File: src/rtl/regfile_wb_arbiter.sv
// regfile_wb_arbiter
//   Round-robin arbiter that shares the lane register-file write port among
//   NUM_REQ write-back producers. It also keeps a pending-write scoreboard
//   that the index stage uses to stall RAW hazards.
//
//   clock, reset       : clock and asynchronous active-low reset
//   I_WB_Valid/Index/Data : per-requester write-back request (packed per r)
//   O_WB_Ready         : one-hot grant; a transfer happens on Valid & Ready
//   O_We/Index_Dst/Data : registered register-file write port (latency 1)
//   I_Issue/I_Issue_Dst : destination allocation from the index stage
//   I_Chk_V*/I_Chk_Idx* : source reads to check against the scoreboard
//   O_Stall            : RAW hazard on a checked source
//   O_Err              : sticky WAW-issue / orphan write-back error
module regfile_wb_arbiter #(
  parameter int unsigned NUM_REQ   = 3,
  parameter int unsigned NUM_ENTRY = 64,
  parameter int unsigned IDX_W     = 6,
  parameter int unsigned DATA_W    = 32
) (
  input  logic                        clock,
  input  logic                        reset,
  input  logic [NUM_REQ-1:0]          I_WB_Valid,
  input  logic [NUM_REQ*IDX_W-1:0]    I_WB_Index,
  input  logic [NUM_REQ*DATA_W-1:0]   I_WB_Data,
  output logic [NUM_REQ-1:0]          O_WB_Ready,
  output logic                        O_We,
  output logic [IDX_W-1:0]            O_Index_Dst,
  output logic [DATA_W-1:0]           O_Data,
  input  logic                        I_Issue,
  input  logic [IDX_W-1:0]            I_Issue_Dst,
  input  logic                        I_Chk_V1,
  input  logic [IDX_W-1:0]            I_Chk_Idx1,
  input  logic                        I_Chk_V2,
  input  logic [IDX_W-1:0]            I_Chk_Idx2,
  output logic                        O_Stall,
  output logic                        O_Err
);

  localparam int unsigned PTR_W = (NUM_REQ > 1) ? $clog2(NUM_REQ) : 1;

  logic [PTR_W-1:0]     ptr;
  logic [NUM_ENTRY-1:0] busy;

  logic                 gnt_v;
  logic [PTR_W-1:0]     gnt_idx;
  logic [NUM_REQ-1:0]   gnt_oh;
  int unsigned          cand;
  logic [PTR_W-1:0]     cand_idx;
  int unsigned          nxt;
  logic [PTR_W-1:0]     nxt_ptr;

  logic [IDX_W-1:0]     sel_idx;
  logic [DATA_W-1:0]    sel_data;

  logic [NUM_ENTRY-1:0] set_vec;
  logic [NUM_ENTRY-1:0] clr_vec;
  logic                 err_set;

  // Scan requesters starting at ptr, wrapping modulo NUM_REQ; first valid wins.
  always_comb begin
    gnt_v    = 1'b0;
    gnt_idx  = '0;
    gnt_oh   = '0;
    cand     = 0;
    cand_idx = '0;
    for (int unsigned k = 0; k < NUM_REQ; k++) begin
      cand = 32'(ptr) + k;
      if (cand >= NUM_REQ) cand = cand - NUM_REQ;
      cand_idx = PTR_W'(cand);
      if (!gnt_v && I_WB_Valid[cand_idx]) begin
        gnt_v            = 1'b1;
        gnt_idx          = cand_idx;
        gnt_oh[cand_idx] = 1'b1;
      end
    end
  end

  always_comb begin
    nxt = 32'(gnt_idx) + 1;
    if (nxt >= NUM_REQ) nxt = 0;
    nxt_ptr = PTR_W'(nxt);
  end

  assign sel_idx  = I_WB_Index[gnt_idx*IDX_W +: IDX_W];
  assign sel_data = I_WB_Data[gnt_idx*DATA_W +: DATA_W];

  // Grant is suppressed while reset is held so no requester sees a handshake
  // that the write port will never perform.
  assign O_WB_Ready = reset ? gnt_oh : '0;

  always_comb begin
    set_vec = '0;
    clr_vec = '0;
    if (I_Issue) set_vec[I_Issue_Dst] = 1'b1;
    if (O_We)    clr_vec[O_Index_Dst] = 1'b1;
  end

  // WAW issue, or a commit to an index that is neither busy nor being
  // allocated in the same cycle.
  assign err_set = (I_Issue & busy[I_Issue_Dst]) |
                   (O_We & ~busy[O_Index_Dst] & ~set_vec[O_Index_Dst]);

  assign O_Stall = (I_Chk_V1 & busy[I_Chk_Idx1]) | (I_Chk_V2 & busy[I_Chk_Idx2]);

  always_ff @(posedge clock or negedge reset) begin
    if (!reset) begin
      ptr         <= '0;
      busy        <= '0;
      O_We        <= 1'b0;
      O_Index_Dst <= '0;
      O_Data      <= '0;
      O_Err       <= 1'b0;
    end else begin
      O_We <= gnt_v;
      if (gnt_v) begin
        O_Index_Dst <= sel_idx;
        O_Data      <= sel_data;
        ptr         <= nxt_ptr;
      end
      // Set applied after clear so a same-cycle allocation wins.
      busy <= (busy & ~clr_vec) | set_vec;
      if (err_set) O_Err <= 1'b1;
    end
  end

endmodule

File: config.mk
export PLATFORM = sky130hd
export DESIGN_NAME = regfile_wb_arbiter
export DESIGN_NICKNAME = d
export VERILOG_FILES = /design/src/rtl/regfile_wb_arbiter.sv
export SDC_FILE = /design/constraint.sdc
export NUM_CORES = 1
export LEC_CHECK = 0
export ABC_AREA = 1
export CAP_MARGIN = 10
export CORE_MARGIN = 4
export CORE_UTILIZATION = 52
export DETAILED_ROUTE_END_ITERATION = 6
export GPL_ROUTABILITY_DRIVEN = 0
export GPL_TIMING_DRIVEN = 0
export PLACE_DENSITY = 0.81
export SKIP_CTS_REPAIR_TIMING = 1
export SLEW_MARGIN = 20
export SYNTH_ARGS = -nofsm -noshare
export SYNTH_HDL_FRONTEND = slang
export SYNTH_SLANG_ARGS = --single-unit
File: constraint.sdc
create_clock -name clock -period 2.7 [get_ports clock]
set_input_delay 0.405 -clock clock [delete_from_list [all_inputs] [get_ports clock]]
set_output_delay 0.405 -clock clock [all_outputs]
set_load 0.01 [all_outputs]
# After elaboration in Yosys (flattened, before gate mapping)

Index checks and enable logic that the tools add are counted.

Register bits: 106
Bits in latches: 0
RAM bits: 0
Bits in read-only memories: 0
Input bits: 140
Output and inout bits: 44
Word-level logic and storage cells: 96
Memories: 0

Add/sub/neg operators: 6
$mul: 1
Div/mod/pow operators: 0
$lt $le $gt $ge: 16
Equal/unequal tests: 0
Shifts and indexed selects: 2
Muxes and demuxes: 42
Bitwise logic cells: 14
Reduce and logical (&&, ||, !) cells: 9

Operators by type and width:

| operator            | number |
|---|---|
| $mux 64             | 2 |
| $shiftx 96x8->32    | 1 |
| $and 64x64->64      | 1 |
| $not 64->64         | 1 |
| $or 64x64->64       | 1 |
| $bmux 1 s6          | 5 |
| $lt 6x7->1 const B  | 4 |
| $shiftx 18x6->6     | 1 |
| $mux 1              | 16 |
| $mux 2              | 7 |
| $demux 1 s6         | 2 |
| $ge 6x1->1 const B  | 2 |
| $mux 3              | 4 |
| $ge 3x2->1 const B  | 3 |
| $lt 2x3->1 const B  | 3 |
| $logic_and 1x1->1   | 7 |
| $add 2x1->3 const B | 2 |
| $bmux 1 s2          | 3 |
| $demux 1 s2         | 3 |
| $ge 2x1->1 const B  | 3 |
| $or 3x3->3          | 2 |
| $sub 2x2->2 const B | 3 |
| $and 1x1->1         | 5 |
| $mul 2x2->4 const B | 1 |
| 5 further kinds     | 8 |

# Logic depth before layout (Yosys ltp)

Word-level depth: 14
Depth in mapped cells: 16
Depth with buffers taken out: 14

# Least setup slack after synthesis

Ideal clock, no wire load.

Path kind: register to register
Start: reg ptr[0]
End: reg O_Data[20]
Arrival time: 1.877 ns
Data required time: 2.576 ns
Path slack: 0.699 ns
Stages on the path, launching flop included: 15
Buffers on the path: 2
Path through: dfrtp_1 > inv_1 > ha_1 > inv_2 > nand3_1 > nand2_2 > inv_2 > nand2_1 > inv_2 > a21oi_4 > nand2_4 > buf_6 > buf_6 > a22oi_1 > nand2_1

Word-level cells in the longest chain between the ends: 12
Elaborated cells on any way between the ends: 28
Classes of those cells: add/sub (5); order compare (3); shift (1); mux (15); reduce/logical (4)

Ends and longest elaborated chain:

| element                                              | RTL line | source |
|---|---|---|
| start, declared                                      | 41       | `logic [PTR_W-1:0] ptr;` |
| start signal, assigned                               | 118      | `ptr <= nxt_ptr;` |
| branches (longest 12 deep; another with $add 2x1->3) | -        |  |
| end signal, assigned                                 | 117      | `O_Data <= sel_data;` |
| end, declared                                        | 28       | `output logic [DATA_W-1:0] O_Data,` |

Parallel ways; which one is timed is not known. The select of a mux whose other input is x is not followed.
A chain may end at the register's enable or synchronous reset.

# Final worst setup path

Start: reg ptr[0]
End: out O_WB_Ready[2]

Word-level cells in the longest chain between the ends: 12
Elaborated cells on any way between the ends: 44
Classes of those cells: add/sub (5); order compare (9); mux (21); bitwise (2); reduce/logical (7)

Ends and longest elaborated chain:

| element                                                               | RTL line | source |
|---|---|---|
| $add 2x1->3, or another cell as far along                             | 67       | `cand = 32'(ptr) + k;` |
| $ge 3x2->1, or another cell as far along                              | 68       | `if (cand >= NUM_REQ) cand = cand - NUM_REQ;` |
| $mux 2, or another cell as far along                                  | 68       |  |
| $lt 2x3->1 (implied by the code), or another cell as far along        | 73       | `gnt_oh[cand_idx] = 1'b1;` |
| $logic_and 1x1->1 (implied by the code), or another cell as far along | 73       |  |
| $mux 1 (implied by the code), or another cell as far along            | 73       |  |
| $demux 1 s2, or another cell as far along                             | 73       |  |
| $or 3x3->3 (no line) or $mux 1 (tied branches)                        | -        |  |
| $mux 3 or $logic_not 1->1 (tied branches)                             | 70       | `if (!gnt_v && I_WB_Valid[cand_idx]) begin` |
| $or 3x3->3 (no line) or $logic_and 1x1->1 (tied branches)             | -        |  |
| $mux 3 (*)                                                            | 70       |  |
| $mux 3 (*)                                                            | 89       | `assign O_WB_Ready = reset ? gnt_oh : '0;` |
| end, declared                                                         | 25       | `output logic [NUM_REQ-1:0] O_WB_Ready,` |

Mark *: on every way between the ends. The rest lies on a longest branch, timed or not. The select of a mux whose other input is x is not followed.

==> impl_metrics.csv <==
group,metric,value,unit
route,top_layer,"met4",
route,drc_errors,6,
yosys,syn_avg_cell_area,6.11,µm²
yosys,synth_cell_types,30,
outcome,status,"finished, violations left",
cts,htreeDepth,3,
sta,max_slew_margin,36.4,%
sta,rsz0062_at_grt,"true",
yosys,synth_enable_flop_cells,0,
setup_path,r2r_setup_slack,0.30,ns
setup_path,crit_start,"ptr[0]",
setup_path,cp_max_fo,4,
yosys,yosysTopAreaCell,"dfrtp_1",
finish,register_area,2650,µm²
power,p_leak,5.21,nW
sta,skew,0.00866,ns
setup_path,reg2reg_depth,13,
setup_path,endpoint_kind,"output pin",
hold_path,hp-class,"input pin to asynchronous set/reset pin",
route,met3_length,4650,µm
yosys,ys_ff_latch,106,
setup_path,reg2reg_from,"ptr[0]",
finish,multi_input_area,5040,µm²
outcome,violations,"DRC, hold timing",
route,wl_per_cell,19.9,µm
placed_design,dp_slack,-0.555,ns
yosys,synth_common_cells,"480 x nand2_1, 171 x o21ai_0, 135 x nand3_1",
yosys,synthesis.area,8420,µm²
cts,clock-sinks,106,
yosys,yosysWarnings,0,
global_route,grt_pass1_vias,10258,
setup_path,cpMaxStageDelayCell,"dfrtp_2",
setup_path,crit_path_cell_trace,"inv_1 -> ha_2 -> inv_2 -> nand3_1 -> nand2_2 -> nand3_2 -> nor2_2 -> inv_1 -> a31oi_1 -> clkbuf_2",
cts,clockBufferDepth,2,
setup_path,cp.arrival,2.23,ns
power,power_density,1180,nW/µm²
setup_path,crit_top_cell,"inv_1",
placed_design,dp_hpwl,27000,µm
setup_path,timing.rr.end,"O_Data[27]",
sta,worst_slack,0.0630,ns
setup_path,worstPathRequired,2.30,ns
yosys,ys_seq_area_share,31.5,%
route,drt_first_pass_iters,7,
sta,period_minus_slack,2.64,ns
yosys,syn-num-nets,1522,
cts,clockRootBuffer,"clkbuf_16",
cts,clkLatencyLatePin,0.37,ns
die,die_x,135,µm
yosys,netlist_instances,1378,
power,peakVddDrop,1.02,mV
sta,timing.fmax,379,MHz
route,routed_wirelength,35700,µm
die,die_area,18300,µm²
sta,slew_viol_final,0,
yosys,synthTopCellsByArea,"dfrtp_1 32%, nand2_1 21%, o21ai_0 10%",
die,io_pins,184,
route,vias_per_cell,6.09,
finish,area_delta_synth_final,29.1,%
yosys,synth_top_area_share,31.5,%
setup_path,critical_path_buf_inv_count,4,
setup_path,critPathLaunchType,"flip-flop",
yosys,post-synth-top-count-cell,"nand2_1",
sta,fin_tns_setup,0,ns
finish,drive_gt1_share,7.11,%
die,rows,46,
finish,antenna_cells,0,
route,via_count,10914,
sta,whs,-0.0427,ns
global_route,antenna_found_initial,0,
cts,cts_tree,"done",
yosys,async_flop_share,100,%
die,start_util,53.0,%
global_route,grt_max_degree,56,
global_route,grt_pass1_wl,55100,µm
global_route,grt_usage,38.6,%
finish,fill_cells,1463,
global_route,grt.overflow.total,0,
route,drtIter0Drc,1674,
finish,nets,1714,
sta,finalHoldViolations,26,
sta,setup_viol,0,
route,routed-wl-met2,16000,µm
route,ant_nets,0,
finish,fin_util,68.4,%
sta,fin_crit_sh,97.7,%
yosys,ys.flop_type,"dfrtp_1",
cts,clk_pin_slew,0.08,ns
job,maxCapViolCount,0,
placed_design,io_buffers,177,
die,core_region_area,15900,µm²
sta,tightest_slew,0.947,ns
route,wl_met1,12400,µm
power,finalPower,12.8,mW
cts,cts_buffers,9,
setup_path,worstSetupPathType,"flip-flop to output pin",
die,fp.dieH,135,µm
setup_path,critical-path-max-stage-delay,0.44,ns
setup_path,cpLargestDelayFamily,"simple AND/OR/NAND/NOR gates",
==> worst register-to-register path, cell delays in order (launching register included) <==
cell	delay, ns
dfrtp_2	0.44
inv_1	0.10
ha_2	0.32
inv_2	0.12
nand3_1	0.11
nand2_2	0.11
inv_2	0.04
nand3_1	0.06
nand2_1	0.09
nor2_4	0.23
inv_2	0.12
buf_2	0.22
o211ai_1	0.25
nand2_1	0.07
==> per-layer routing <==
metal / vias up / track usage, %
met2: 914 / 62.7
met1: 4824 / 45.5
met3: 249 / 10.4
met5: - / 0
li1: 4927 / -
met4: 0 / 23.4
==> stage by stage <==
| step | std cells | cell area (µm²) |
|---|---|---|
| 2_1_floorplan | 1378 | 8420 |
| 3_3_place_gp | 1771 | 10500 |
| 3_5_place_dp | 1772 | 10500 |
| 4_1_cts | 1788 | 10800 |
| 5_1_grt | 1791 | 10900 |
| 6_report | 1791 | 10900 |
==> layout make-up <==
cell class                      count  area share (%)
Multi-Input combinational cell   1095            46.4
Sequential cell                   106            24.4
Timing Repair Buffer              181            16.7
Inverter                          113            3.90
Buffer                             64            3.27
Tap cell                          216            2.49
Clock buffer                        9            2.07
Clock inverter                      7           0.771
==> logic make-up (layout without fill, tap and decap cells) <==
group                      after synthesis  count (layout)  share of synthesized area [%]
AOI/OAI and AO/OA                      327             327                           21.3
buffers and inverters                  177             374                           8.74
DFF                                    106             106                           31.5
adders and majority gates                4               4                          0.594
and+or+nand+nor                        764             764                           37.9
==> power by group <==
part / internal (mW) / leakage [nW] / switching [mW]
registers: 2.44 / 1.19 / 1.08
clock network: 0.739 / 0.149 / 0.692
logic: 2.90 / 3.87 / 4.94
==> worst max-delay path by stage <==
stage | end | slack, ns | cells past startpoint
after floorplan | O_Data[20] | 0.70 | 14
after global placement | O_WB_Ready[2] | -3.52 | 4
after detailed placement | O_Stall | -0.56 | 13
after CTS | O_Stall | -0.56 | 13
after global routing | O_WB_Ready[1] | -0.03 | 10
final | O_WB_Ready[2] | 0.06 | 10
==> cell usage in the layout (no fill, tap or decap), drive strengths merged, types with 35 or more instances in the layout <==
cell / synthesis / routed
a21oi: 74 / 74
buf: 37 / 45
clkbuf: 27 / 35
clkdlybuf4s50: 0 / 172
dfrtp: 106 / 106
inv: 113 / 117
nand2: 485 / 485
nand3: 137 / 137
nor2: 114 / 114
o211ai: 36 / 36
o21ai: 199 / 199
==> state kept, by name, summed over array words and instances, names as in the netlist <==
signal       flops
O_We             1
O_Err            1
O_Index_Dst      6
O_Data          32
ptr              2
busy            64
Power figures use the tool's default switching activity.
